[src/rtl/rs232_pkg.sv]
// rs232_pkg
// Shared definitions for the RS232 receive framer: the FSM state encoding,
// oversampling constants, majority-vote sample positions, and small helpers
// for computing the tick divisor and the 2-of-3 vote.
package rs232_pkg;

  typedef enum logic [2:0] {
    ST_IDLE,
    ST_START,
    ST_DATA,
    ST_STOP,
    ST_WAIT_HIGH
  } rx_state_t;

  localparam int OVERSAMPLE = 16;

  // Samples 7/8/9 straddle the bit centre; the vote resolves at sample 9.
  localparam logic [3:0] MAJ_A_IDX   = 4'd7;
  localparam logic [3:0] MAJ_B_IDX   = 4'd8;
  localparam logic [3:0] MAJ_C_IDX   = 4'd9;
  localparam logic [3:0] LAST_SAMPLE = 4'd15;
  localparam logic [2:0] LAST_BIT    = 3'd7;

  // Rounded clocks-per-tick for a 16x oversampled line.
  function automatic int calc_div(input int clk_hz, input int baud);
    return (clk_hz + (OVERSAMPLE / 2) * baud) / (OVERSAMPLE * baud);
  endfunction

  function automatic logic maj3(input logic a, input logic b, input logic c);
    return (a & b) | (a & c) | (b & c);
  endfunction

endpackage

[src/rtl/rs232_tick_gen.sv]
// rs232_tick_gen
// Free-running divider producing a one-cycle tick every P_DIV clocks.
// Ports:
//   clk  - logic clock
//   rst  - synchronous active-high reset
//   clr  - holds the count at zero; the first tick after clr drops comes
//          exactly P_DIV clocks later
//   tick - one-cycle pulse every P_DIV clocks
module rs232_tick_gen #(
  parameter int P_DIV = 27
) (
  input  logic clk,
  input  logic rst,
  input  logic clr,
  output logic tick
);

  localparam int            CW   = (P_DIV > 1) ? $clog2(P_DIV) : 1;
  localparam logic [CW-1:0] LAST = CW'(P_DIV - 1);

  logic [CW-1:0] r_cnt;

  always_ff @(posedge clk) begin
    if (rst || clr || tick) r_cnt <= '0;
    else                    r_cnt <= r_cnt + 1'b1;
  end

  assign tick = (r_cnt == LAST) && !clr;

endmodule

[src/rtl/rs232_rx_framer.sv]
// rs232_rx_framer
// 8N1 RS232 receiver: 16x oversampling, 2-of-3 majority vote per bit, one
// write strobe per good byte into the receive FIFO, plus framing-error and
// overrun reporting.
// Ports:
//   clk           - logic clock
//   rst           - synchronous active-high reset
//   rx            - asynchronous serial input, idles high
//   rx_fifo_data  - last accepted byte, held until the next one
//   rx_fifo_wr_en - one-cycle FIFO write strobe
//   rx_fifo_full  - FIFO full, sampled in the stop-bit decision cycle
//   frame_err     - one-cycle pulse when the stop bit votes low
//   overrun_cnt   - bytes dropped on a full FIFO, saturating
//   busy          - high whenever the FSM is not idle
module rs232_rx_framer
  import rs232_pkg::*;
#(
  parameter int P_CLK_FREQ_HZ = 50000000,
  parameter int P_BAUD_RATE   = 115200
) (
  input  logic        clk,
  input  logic        rst,
  input  logic        rx,
  output logic [7:0]  rx_fifo_data,
  output logic        rx_fifo_wr_en,
  input  logic        rx_fifo_full,
  output logic        frame_err,
  output logic [15:0] overrun_cnt,
  output logic        busy
);

  localparam int DIV = calc_div(P_CLK_FREQ_HZ, P_BAUD_RATE);

  rx_state_t   r_state;
  logic        r_rx_m, r_rx_s;
  logic [1:0]  r_sync_vld;
  logic        r_armed;
  logic [3:0]  r_s;
  logic [2:0]  r_bit_idx;
  logic        r_smp_a, r_smp_b;
  logic [7:0]  r_shift;
  logic [7:0]  r_data;
  logic        r_wr_en;
  logic        r_frame_err;
  logic [15:0] r_overrun;
  logic        r_busy;

  logic w_tick, w_clr, w_maj, w_mid, w_end;

  // Two-flop synchronizer. The reset value of 1 is not a real observation
  // of the line, so r_sync_vld marks when r_rx_s reflects the pin; only then
  // may it arm the receiver.
  always_ff @(posedge clk) begin
    if (rst) begin
      r_rx_m     <= 1'b1;
      r_rx_s     <= 1'b1;
      r_sync_vld <= 2'b00;
    end else begin
      r_rx_m     <= rx;
      r_rx_s     <= r_rx_m;
      r_sync_vld <= {r_sync_vld[0], 1'b1};
    end
  end

  // Divider is parked while no frame is in progress, so entering START
  // restarts the bit timing from the detected edge.
  assign w_clr = (r_state == ST_IDLE) || (r_state == ST_WAIT_HIGH);

  rs232_tick_gen #(.P_DIV(DIV)) u_tick (
    .clk  (clk),
    .rst  (rst),
    .clr  (w_clr),
    .tick (w_tick)
  );

  assign w_maj = maj3(r_smp_a, r_smp_b, r_rx_s);
  assign w_mid = w_tick && (r_s == MAJ_C_IDX);
  assign w_end = w_tick && (r_s == LAST_SAMPLE);

  always_ff @(posedge clk) begin
    if (rst) begin
      r_state     <= ST_IDLE;
      r_armed     <= 1'b0;
      r_s         <= '0;
      r_bit_idx   <= '0;
      r_smp_a     <= 1'b1;
      r_smp_b     <= 1'b1;
      r_shift     <= '0;
      r_data      <= '0;
      r_wr_en     <= 1'b0;
      r_frame_err <= 1'b0;
      r_overrun   <= '0;
      r_busy      <= 1'b0;
    end else begin
      r_wr_en     <= 1'b0;
      r_frame_err <= 1'b0;

      if (r_sync_vld[1] && r_rx_s) r_armed <= 1'b1;

      if (w_tick) begin
        r_s <= r_s + 4'd1;
        if (r_s == MAJ_A_IDX) r_smp_a <= r_rx_s;
        if (r_s == MAJ_B_IDX) r_smp_b <= r_rx_s;
      end

      case (r_state)
        ST_IDLE: begin
          if (r_armed && !r_rx_s) begin
            r_state <= ST_START;
            r_busy  <= 1'b1;
            r_s     <= '0;
          end
        end

        ST_START: begin
          if (w_mid && w_maj) begin
            // Start bit did not hold low through its centre: glitch.
            r_state <= ST_IDLE;
            r_busy  <= 1'b0;
          end else if (w_end) begin
            r_state   <= ST_DATA;
            r_bit_idx <= '0;
          end
        end

        ST_DATA: begin
          if (w_mid) r_shift <= {w_maj, r_shift[7:1]};
          if (w_end) begin
            if (r_bit_idx == LAST_BIT) r_state <= ST_STOP;
            else                       r_bit_idx <= r_bit_idx + 3'd1;
          end
        end

        ST_STOP: begin
          // Decide at mid-stop so the back half of the stop bit is slack
          // for the next frame's start edge.
          if (w_mid) begin
            if (w_maj) begin
              if (!rx_fifo_full) begin
                r_data  <= r_shift;
                r_wr_en <= 1'b1;
              end else if (r_overrun != 16'hFFFF) begin
                r_overrun <= r_overrun + 16'd1;
              end
              r_state <= ST_IDLE;
              r_busy  <= 1'b0;
            end else begin
              r_frame_err <= 1'b1;
              r_state     <= ST_WAIT_HIGH;
            end
          end
        end

        ST_WAIT_HIGH: begin
          // A break holds the line low; wait it out so it flags only once.
          if (r_rx_s) begin
            r_state <= ST_IDLE;
            r_busy  <= 1'b0;
          end
        end

        default: begin
          r_state <= ST_IDLE;
          r_busy  <= 1'b0;
        end
      endcase
    end
  end

  assign rx_fifo_data  = r_data;
  assign rx_fifo_wr_en = r_wr_en;
  assign frame_err     = r_frame_err;
  assign overrun_cnt   = r_overrun;
  assign busy          = r_busy;

endmodule

[config.mk]
export PLATFORM = sky130hd
export DESIGN_NAME = rs232_rx_framer
export DESIGN_NICKNAME = d
export VERILOG_FILES = /design/src/rtl/rs232_pkg.sv /design/src/rtl/rs232_tick_gen.sv /design/src/rtl/rs232_rx_framer.sv
export SDC_FILE = /design/constraint.sdc
export NUM_CORES = 1
export LEC_CHECK = 0
export BUFFER_PORTS_ARGS = -buffer_cell sky130_fd_sc_hd__buf_4
export CAP_MARGIN = 10
export CORE_UTILIZATION = 55
export CTS_BUF_LIST = sky130_fd_sc_hd__clkbuf_4
export DETAILED_ROUTE_END_ITERATION = 7
export HOLD_SLACK_MARGIN = 0.06
export PLACE_DENSITY = 0.88
export SETUP_SLACK_MARGIN = 0.05
export SYNTH_ARGS = -nofsm -noshare
export SYNTH_HDL_FRONTEND = slang
export SYNTH_SLANG_ARGS = --single-unit
[constraint.sdc]
create_clock -name clk -period 3.6 [get_ports clk]
set_clock_uncertainty 0.05 [all_clocks]
set_input_delay 0.72 -clock clk [delete_from_list [all_inputs] [get_ports clk]]
set_output_delay 0.72 -clock clk [all_outputs]
set_load 0.05 [all_outputs]
======== After elaboration in Yosys (flattened, before gate mapping) ========
Index checks and enable logic that the tools add are counted.
operators by class
  reductions and logical operators ........ 23
  eq/ne operators ......................... 22
  multiplexer cells ....................... 26
  add/sub/neg operators ................... 4
  bitwise operators ....................... 10
operators with widths
  cell                     number
  $mux W3                  12
  $ne A2 B2 Y1 const B     9
  $add A16 B1 Y16 const B  1
  $ne A16 B16 Y1 const B   1
  $pmux W3 S5              1
  $eq A4 B4 Y1 const B     3
  $mux W4                  3
  $reduce_and A6 Y1        2
  $reduce_and A5 Y1        2
  $mux W1                  8
  $eq A3 B2 Y1 const B     2
  $eq A3 B3 Y1 const B     2
  $logic_and A1 B1 Y1      6
  $pmux W3 S2              1
  $reduce_and A2 Y1        3
  $add A5 B1 Y5 const B    1
  $eq A5 B5 Y1 const B     1
  $not A1 Y1               5
  $pmux W1 S5              1
  $add A4 B1 Y4 const B    1
  $eq A4 B3 Y1 const B     1
  $reduce_and A4 Y1        1
  $reduce_or A4 Y1         1
  $add A3 B1 Y3 const B    1
  other kinds (10)         16
storage, ports and cells
  output and inout port bits .............. 27
  word-level logic and storage cells ...... 102
  input port bits ......................... 4
  register bits ........................... 57

======== Logic depth before layout (Yosys ltp) ========
Gate-level depths: netlist of the first run.
  word-level depth ........................ 8
  depth in mapped cells ................... 9
  depth with buffers taken out ............ 7

======== Hierarchy ========
From an unflattened synthesis of the first run, not the netlist that was laid out.
second synthesis, totals
  cells, all modules ...................... 283
  area, all modules ....................... 2551.2 um^2
by module, submodules not included
  module           area an instance (um^2)  instances  cells an instance  sequential area each (um^2)
  rs232_rx_framer  2344.7                   1          261                1041.0
  rs232_tick_gen   206.4                    1          22                 100.1

======== Worst setup path before layout of the first run ========
No wires, ideal clock.
  kind .................................... register to register
  from .................................... register r_overrun[2], in the netlist overrun_cnt[2]
  to ...................................... register r_overrun[10], in the netlist overrun_cnt[10]
  path buffers ............................ 1
  period minus slack after synthesis ...... 2.229 ns
  cell stages (with the launch flop) ...... 7
  required time ........................... 3.480 ns
  setup slack ............................. 1.371 ns
  arrival ................................. 2.109 ns
  setup time .............................. 0.070 ns
  cells stage by stage .................... dfxtp_1 > and4_1 > nand2_1 > or4_1 > buf_2 > or3_1 > a21oi_1
on the way
  word-level cells in the longest chain between the ends .. 2
  elaborated cells on any way between the ends .. 3
  those cells by class .................... 1 x add/sub; 1 x eq/ne; 1 x reduce/logical
RTL lines
  element                                                                  RTL line                source
  start, declared                                                          rs232_rx_framer.sv:45   logic [15:0] r_overrun;
  start signal, assigned                                                   rs232_rx_framer.sv:143  r_overrun <= r_overrun + 16'd1;
  parallel branches: the longest is 2 deep, another holds $add A16 B1 Y16  n/a
Several ways; the timed one is not identified.
A chain may end at the register's enable or synchronous reset.

======== Final worst setup path of the first run ========
  from .................................... register r_state[1]
  to ...................................... register r_overrun[10], in the netlist overrun_cnt[10]
on the way
  word-level cells in the longest chain between the ends .. 6
  elaborated cells on any way between the ends .. 8
  those cells by class .................... 2 x eq/ne; 6 x reduce/logical
RTL lines
  element                                                  RTL line                source
  start, declared                                          rs232_rx_framer.sv:34   rx_state_t r_state;
  start signal, assigned                                   rs232_rx_framer.sv:82   r_state <= ST_IDLE;
  start signal, assigned                                   rs232_rx_framer.sv:109  r_state <= ST_START;
  start signal, assigned                                   rs232_rx_framer.sv:118  r_state <= ST_IDLE;
  $eq A3 B3 Y1 / $logic_not A3 Y1 (equally long branches)  rs232_rx_framer.sv:67   assign w_clr = (r_state == ST_IDLE) || (r_state == ST_WAIT_HIGH);
  $logic_or A1 B1 Y1                                       rs232_rx_framer.sv:67
  $logic_not A1 Y1                                         rs232_tick_gen.sv:28    assign tick = (r_cnt == LAST) && !clr;
  $logic_and A1 B1 Y1                                      rs232_tick_gen.sv:28
  $logic_and A1 B1 Y1                                      rs232_rx_framer.sv:77   assign w_mid = w_tick && (r_s == MAJ_C_IDX);
  $reduce_and A5 Y1 (no source line) (*)                   n/a
Mark *: on every way between the ends. The rest lies on a longest branch, timed or not.

==> results of run 1 <==
-- layout make-up --
class,count,area share
clock buffer,10,0.0262
clock inverter,6,0.0205
inverter,6,0.00785
multi-input combinational,215,0.446
sequential,57,0.398
tap,52,0.0227
timing repair buffer,30,0.0785
-- power groups by stage --
stage	combinational, mW	sequential, mW	clock, mW
3_3_place_gp	0.0217	0.651	0
5_1_grt	0.0243	0.637	0.486
4_1_cts	0.0219	0.636	0.454
2_1_floorplan	0.0157	0.651	0
6_report	0.0218	0.636	0.448
3_5_place_dp	0.0218	0.651	0
-- routing by layer --
layer  wire (um)  part of all wire  track usage
met5           0                 0            0
met4          87             0.018        0.102
met3         213             0.045       0.0538
met2        2180              0.46        0.330
met1        2300              0.48        0.270
-- flip-flops by register name, summed over array words and instances, names as in the netlist, 2 cells and up --
| register | count |
|---|---|
| r_state | 3 |
| u_tick.r_cnt | 5 |
| r_bit_idx | 3 |
| overrun_cnt | 16 |
| rx_fifo_data | 8 |
| r_sync_vld | 2 |
| r_s | 4 |
| r_shift | 8 |
-- path summary, 6_finish.rpt --
check,slack [ps],cells after the start,to
min,370,1,r_rx_s
min reg2reg,370,1,r_rx_s
max reg2reg,930,5,overrun_cnt[10]
max,930,5,overrun_cnt[10]
-- placed cells by master (no fill, tap or decap), types with 2 or more instances in the layout --
cell        count
ha_1            8
or4_1           2
and4_1          3
clkbuf_4       10
or3_1          11
nand3_1        15
mux2i_1        12
nand2_1        34
nor3_1          4
nor2b_1         4
dfxtp_1        57
and3_1          2
nand4_1         4
a211oi_1        2
nor2_1         33
clkinv_2        2
a31oi_1         2
inv_1           6
a21oi_1        27
o21ai_0        15
nand2b_1        2
xnor2_1         4
clkinvlp_4      2
or2_2           3
xor2_1          5
buf_4          30
nor4_1          6
nand4b_1        3
-- per-stage QoR --
| step | hold slack, ps | utilization | total power [mW] |
|---|---|---|---|
| floorplan | 339 | - | 0.666 |
| global placement | 343 | 0.628 | 0.672 |
| detailed placement | 354 | 0.628 | 0.673 |
| CTS | 375 | 0.659 | 1.11 |
| global route | 391 | 0.659 | 1.15 |
| finish | 371 | 0.659 | 1.11 |
-- cell families (layout without fill, tap and decap cells) --
kind of cell             Yosys count  count (layout)  synth area share
flip-flops                        57              57             0.457
AO/OA/AOI/OAI                     52              52             0.116
XOR/XNOR                           9               9            0.0316
multiplexers                      13              13            0.0526
adder cells (fa/ha/maj)            9               9            0.0456
buffers and inverters             19              52            0.0306
AND/OR/NAND/NOR                  132             132             0.267
==> results.md, run 1 <==
* Status: complete, no violations
* Final ANT Viol Nets at 0
* Share of layout cells above drive strength 1 at 0.164
* Diode count at 0
* CP Capture Type: register
* Initial antenna violation count at 0
* DRT Pass-1 Iters at 4
* Synth area leader: dfxtp_1
* Die height at 69.4 um
* Root Buffer Master: clkbuf_4
* CP Launch Type: register
* Int Power at between 0.8 and 0.9 mW
* Placed Area at 0.00273 mm2
* CP max stage delay at 780 ps
* DR vias/cell at roughly 5.6
* Starting density of the core at 0.574
* Worst-path clk slew at around 100 ps
* Pre-CTS setup slack at roughly 980 ps
* Area of the multi-input gates at approximately 0.0013 mm2
* Worst-path cell chain: or2_1 > nand4_1 > or4_1 > or3_1 > a21oi_1
* Nets at 331
* Final std cells w/o fill at ~380
* Final hold violations at 0
* Clock share of power at 0.405
* FP Rows at 24
* PwrDens at 386 mW/mm2
* Register share of total power at 0.575
* Crit Path Class: reg2reg
* Synth Instances at 291
* Final period util at 0.741
* CP max FO at 13
* LEAKAGE at 1.12 nW
* Worst path required time at 3860 ps
* Post-synth cell types at 41
* Area grow syn2layout at 14.8%
* Crit path buf inv count at 0
* Switching Fraction at 0.227
* Post CTS Setup Buffer Count at 0
* CTS tree: yes
* Delay-heaviest family, CP: simple AND/OR/NAND/NOR gates
* FFs w/ async S/R, synth at 0
* Buffers on Ports at 30
* Gpl congestion at 0.902
* Fillers at 363
* First-pass GRT wire length at around 8100 um
* Most used DFF post-synth: dfxtp_1
* Post-Place Cells at 360
* Vias in the first global route at 1889
* Worst slew margin at 0.467
* Routed length per instance at ~13 um
* Max Root-Sink Buffers at 2
* Hold Buf Count CTS at 0
* Synthesized cell area at 0.00250 mm2
* Worst Setup SP: r_state[1]
* Slew of the pin with the lowest slew margin at 793 ps
* Largest net degree at the start of global routing at 48
* Hold/Removal Path Class: reg2reg
* Post-detail-place hpwl at 3370 um
* Share of Yosys cell area claimed by the top area cell type at 0.457
* Logic pwr share at 0.020
* Die area at 0.00481 mm2
* DRC at 0
* Final min period at 2670 ps
* Unrepaired setup endpoints after global routing: no
* Fmax achieved at 375 MHz
* GRT Total Usage at 0.211
* Register area share after synthesis at 0.457
* Most frequent cells after synthesis: dfxtp_1, nand2_1, nor2_1, a21oi_1
* Setup slack after layout at 932 ps
* Synth area leaders: dfxtp_1, a21oi_1, nand2_1, nor2_1, mux2i_1
* Largest vdd supply drop at 0.281 mV
* Finish-stage setup viols at 0
* Net switching power at approximately 0.25 mW
* Max_cap viols at 0
* Clock sinks at between 50 and 60
* Num CTS Buffers at 9
* # resized after CTS at 0
* Slowest stage cell, crit path: or4_1
* Worst flop-to-flop path startpoint: r_state[1]
* Final setup TNS at 0 ps
* Routed WL at around 4800 um
* FF+latch count, synth at 57
* Most frequent cell after synthesis: dfxtp_1
* Max-slew violations at 0
* Vias at between 2k and 2.5k
* Clock insertion delay at the later pin of the skew report at ~390 ps
* Global route overflow at 0
* Post-synth EDFFs at 0
* Synth Net Count at between 300 and 400
* Synth Area per Inst at about 8.6 um2
* Worst hold start: r_rx_m
* Core Region at between 0.004 and 0.005 mm2
* I/O Pins at 31
* H-tree depth at 3
* Finished layout cell area at 0.00287 mm2
* Die W at 69.4 um
* Data arrival, critical path at roughly 2900 ps
* Storage cell area at 0.00114 mm2
* Ys Warns at 0
* First DRT Iteration DRCs at slightly below 100
No activity file was read; power rests on OpenSTA's default activity.
==> run 2: changes to the inputs <==
==> constraint.sdc (replaced) <==
create_clock -name clk -period 2.5 [get_ports clk]
set_clock_uncertainty 0.05 [all_clocks]
set_input_delay 0.5 -clock clk [delete_from_list [all_inputs] [get_ports clk]]
set_output_delay 0.5 -clock clk [all_outputs]
set_load 0.05 [all_outputs]
==> results.md, run 2 (synthesized netlist as in run 1, its figures left out) <==
* Final hold violations at 0 (unchanged)
* Status: complete, no violations (unchanged)
* Post-detail-place hpwl at 3530 um (was 3370 um)
* CP max FO at 7 (was 13)
* Final ANT Viol Nets at 0 (unchanged)
* Data arrival, critical path at 2590 ps (was 2930 ps)
* Routed WL at 5060 um (was 4770 um)
* Finished layout cell area at 0.00294 mm2 (was 0.00287 mm2)
* Setup slack after layout at 190 ps (was 932 ps)
* Area of the multi-input gates at 0.00128 mm2 (about the same)
* DRT Pass-1 Iters at 4 (unchanged)
* Max-slew violations at 0 (unchanged)
* Pre-CTS setup slack at 178 ps (was 976 ps)
* Vias at 2184 (was 2113)
* Unrepaired setup endpoints after global routing: no (unchanged)
* Placed Area at 0.00278 mm2 (was 0.00273 mm2)
* Worst-path clk slew at 100 ps (about the same)
* Root Buffer Master: clkbuf_4 (unchanged)
* GRT Total Usage at 0.221 (was 0.211)
* LEAKAGE at 1.17 nW (was 1.12 nW)
* Max_cap viols at 0 (unchanged)
* Max Root-Sink Buffers at 2 (unchanged)
* Hold/Removal Path Class: in2reg (was reg2reg)
* Die W at 69.4 um (unchanged)
* Clock sinks at 57 (unchanged)
* Max reg flops at 16 (unchanged)
* CP Launch Type: register (unchanged)
* Clock insertion delay at the later pin of the skew report at 400 ps (was 390 ps)
* Starting density of the core at 0.574 (unchanged)
* Die height at 69.4 um (unchanged)
* Gpl congestion at 0.781 (was 0.902)
* Area grow syn2layout at 17.8% (was 14.8%)
* CTS tree: yes (unchanged)
* DR vias/cell at 5.70 (was 5.62)
* First DRT Iteration DRCs at 132 (was 99)
* CP Capture Type: register (unchanged)
* Final period util at 0.924 (was 0.741)
* Commonest non-fill, non-tap cell in the layout: dfxtp_1 (unchanged)
* Diode count at 0 (unchanged)
* R2R Setup Slk at 190 ps (was 930 ps)
* PwrDens at 574 mW/mm2 (was 386 mW/mm2)
* Nets at 338 (was 331)
* Crit Path Class: reg2reg (unchanged)
* DRC at 0 (unchanged)
* FP Rows at 24 (unchanged)
* Slew of the pin with the lowest slew margin at 517 ps (was 793 ps)
* Fmax achieved at 433 MHz (was 375 MHz)
* Routed length per instance at 13.2 um (was 12.7 um)
* Global route overflow at 0 (unchanged)
* Die area at 0.00481 mm2 (unchanged)
* Worst path required time at 2780 ps (was 3860 ps)
* Largest net degree at the start of global routing at 48 (unchanged)
* First-pass GRT wire length at 8470 um (was 8150 um)
* Vias in the first global route at 1931 (was 1889)
* Buffers on Ports at 30 (unchanged)
* Fin util at 0.676 (was 0.659)
* Worst slew margin at 0.654 (was 0.467)
* H-tree depth at 3 (unchanged)
* Final min period at 2310 ps (was 2670 ps)
* I/O Pins at 31 (unchanged)
* Storage cell area at 0.00114 mm2 (unchanged)
* Initial antenna violation count at 0 (unchanged)
* Largest vdd supply drop at 0.436 mV (was 0.281 mV)
* Fillers at 349 (was 363)
* Hold Buf Count CTS at 0 (unchanged)
* Finish-stage setup viols at 0 (unchanged)
* Core Region at 0.00435 mm2 (unchanged)
* Num CTS Buffers at 9 (unchanged)
* Final setup TNS at 0 ps (unchanged)
* Share of layout cells above drive strength 1 at 0.181 (was 0.164)
* Most frequent cells in the layout: dfxtp_1, buf_4, nand2_1, nor2_1, a21oi_1 (was dfxtp_1, nand2_1, nor2_1, buf_4, a21oi_1)
-- run 2: cell count changes in the layout (fill, tap and decap cells not counted), sizes merged --
cell	previous run	this run
bufinv	1	2
buf	30	37
clkbuf	10	9
clkinv	3	4
clkinvlp	2	1
-- run 2: metrics by stage --
stage               hold slack (ps)  total power, mW  instances
finish                          229             1.69        383
floorplan                       339            0.960        291
CTS                             210             1.70        382
detailed placement              364            0.970        366
global route                    220             1.74        383
global placement                342            0.968        366
-- run 2: path summary, 6_finish.rpt --
check	startpoint	endpoint	cells past startpoint
worst max-delay path	u_tick.r_cnt[0]	overrun_cnt[10]	7
worst min-delay path	rx_fifo_full	rx_fifo_wr_en	2
worst max register to register	u_tick.r_cnt[0]	overrun_cnt[10]	7
worst min register to register	r_rx_m	r_rx_s	1
-- run 2: layout make-up --
cell class | instances | share of cell area
Clock inverter | 7 | 0.0289
Tap cell | 52 | 0.0221
Sequential cell | 57 | 0.388
Inverter | 6 | 0.00765
Multi-Input combinational cell | 215 | 0.436
Clock buffer | 9 | 0.0230
Timing Repair Buffer | 37 | 0.0944
-- run 2: critical path, stage by stage (launching register included) --
cell	delay, ps
dfxtp_1	340
inv_1	60
ha_1	150
and4b_2	280
nand4_1	230
or4_4	650
or3_1	330
a21oi_1	150
-- run 2: routing by layer --
metal  global-route usage  vias to the layer above  part of all wire
li1                     -                     1099                 -
met1                0.265                     1026              0.45
met2                0.359                       45              0.48
met3               0.0465                       14             0.037
met4                0.141                        0             0.026
met5                    0                        -                 0
-- run 2: timing repair --
action	CTS	global route
endpoints found under the setup margin	0	3
buffers inserted	0	1
hold endpoints to repair	0	0
gates resized for setup	0	1
-- run 2: power breakdown --
| part | internal (mW) | switching (mW) | total, mW |
|---|---|---|---|
| clock network | 0.395 | 0.344 | 0.739 |
| logic | 0.0106 | 0.0225 | 0.0331 |
| registers | 0.912 | 0.00312 | 0.916 |
| total | 1.32 | 0.369 | 1.69 |
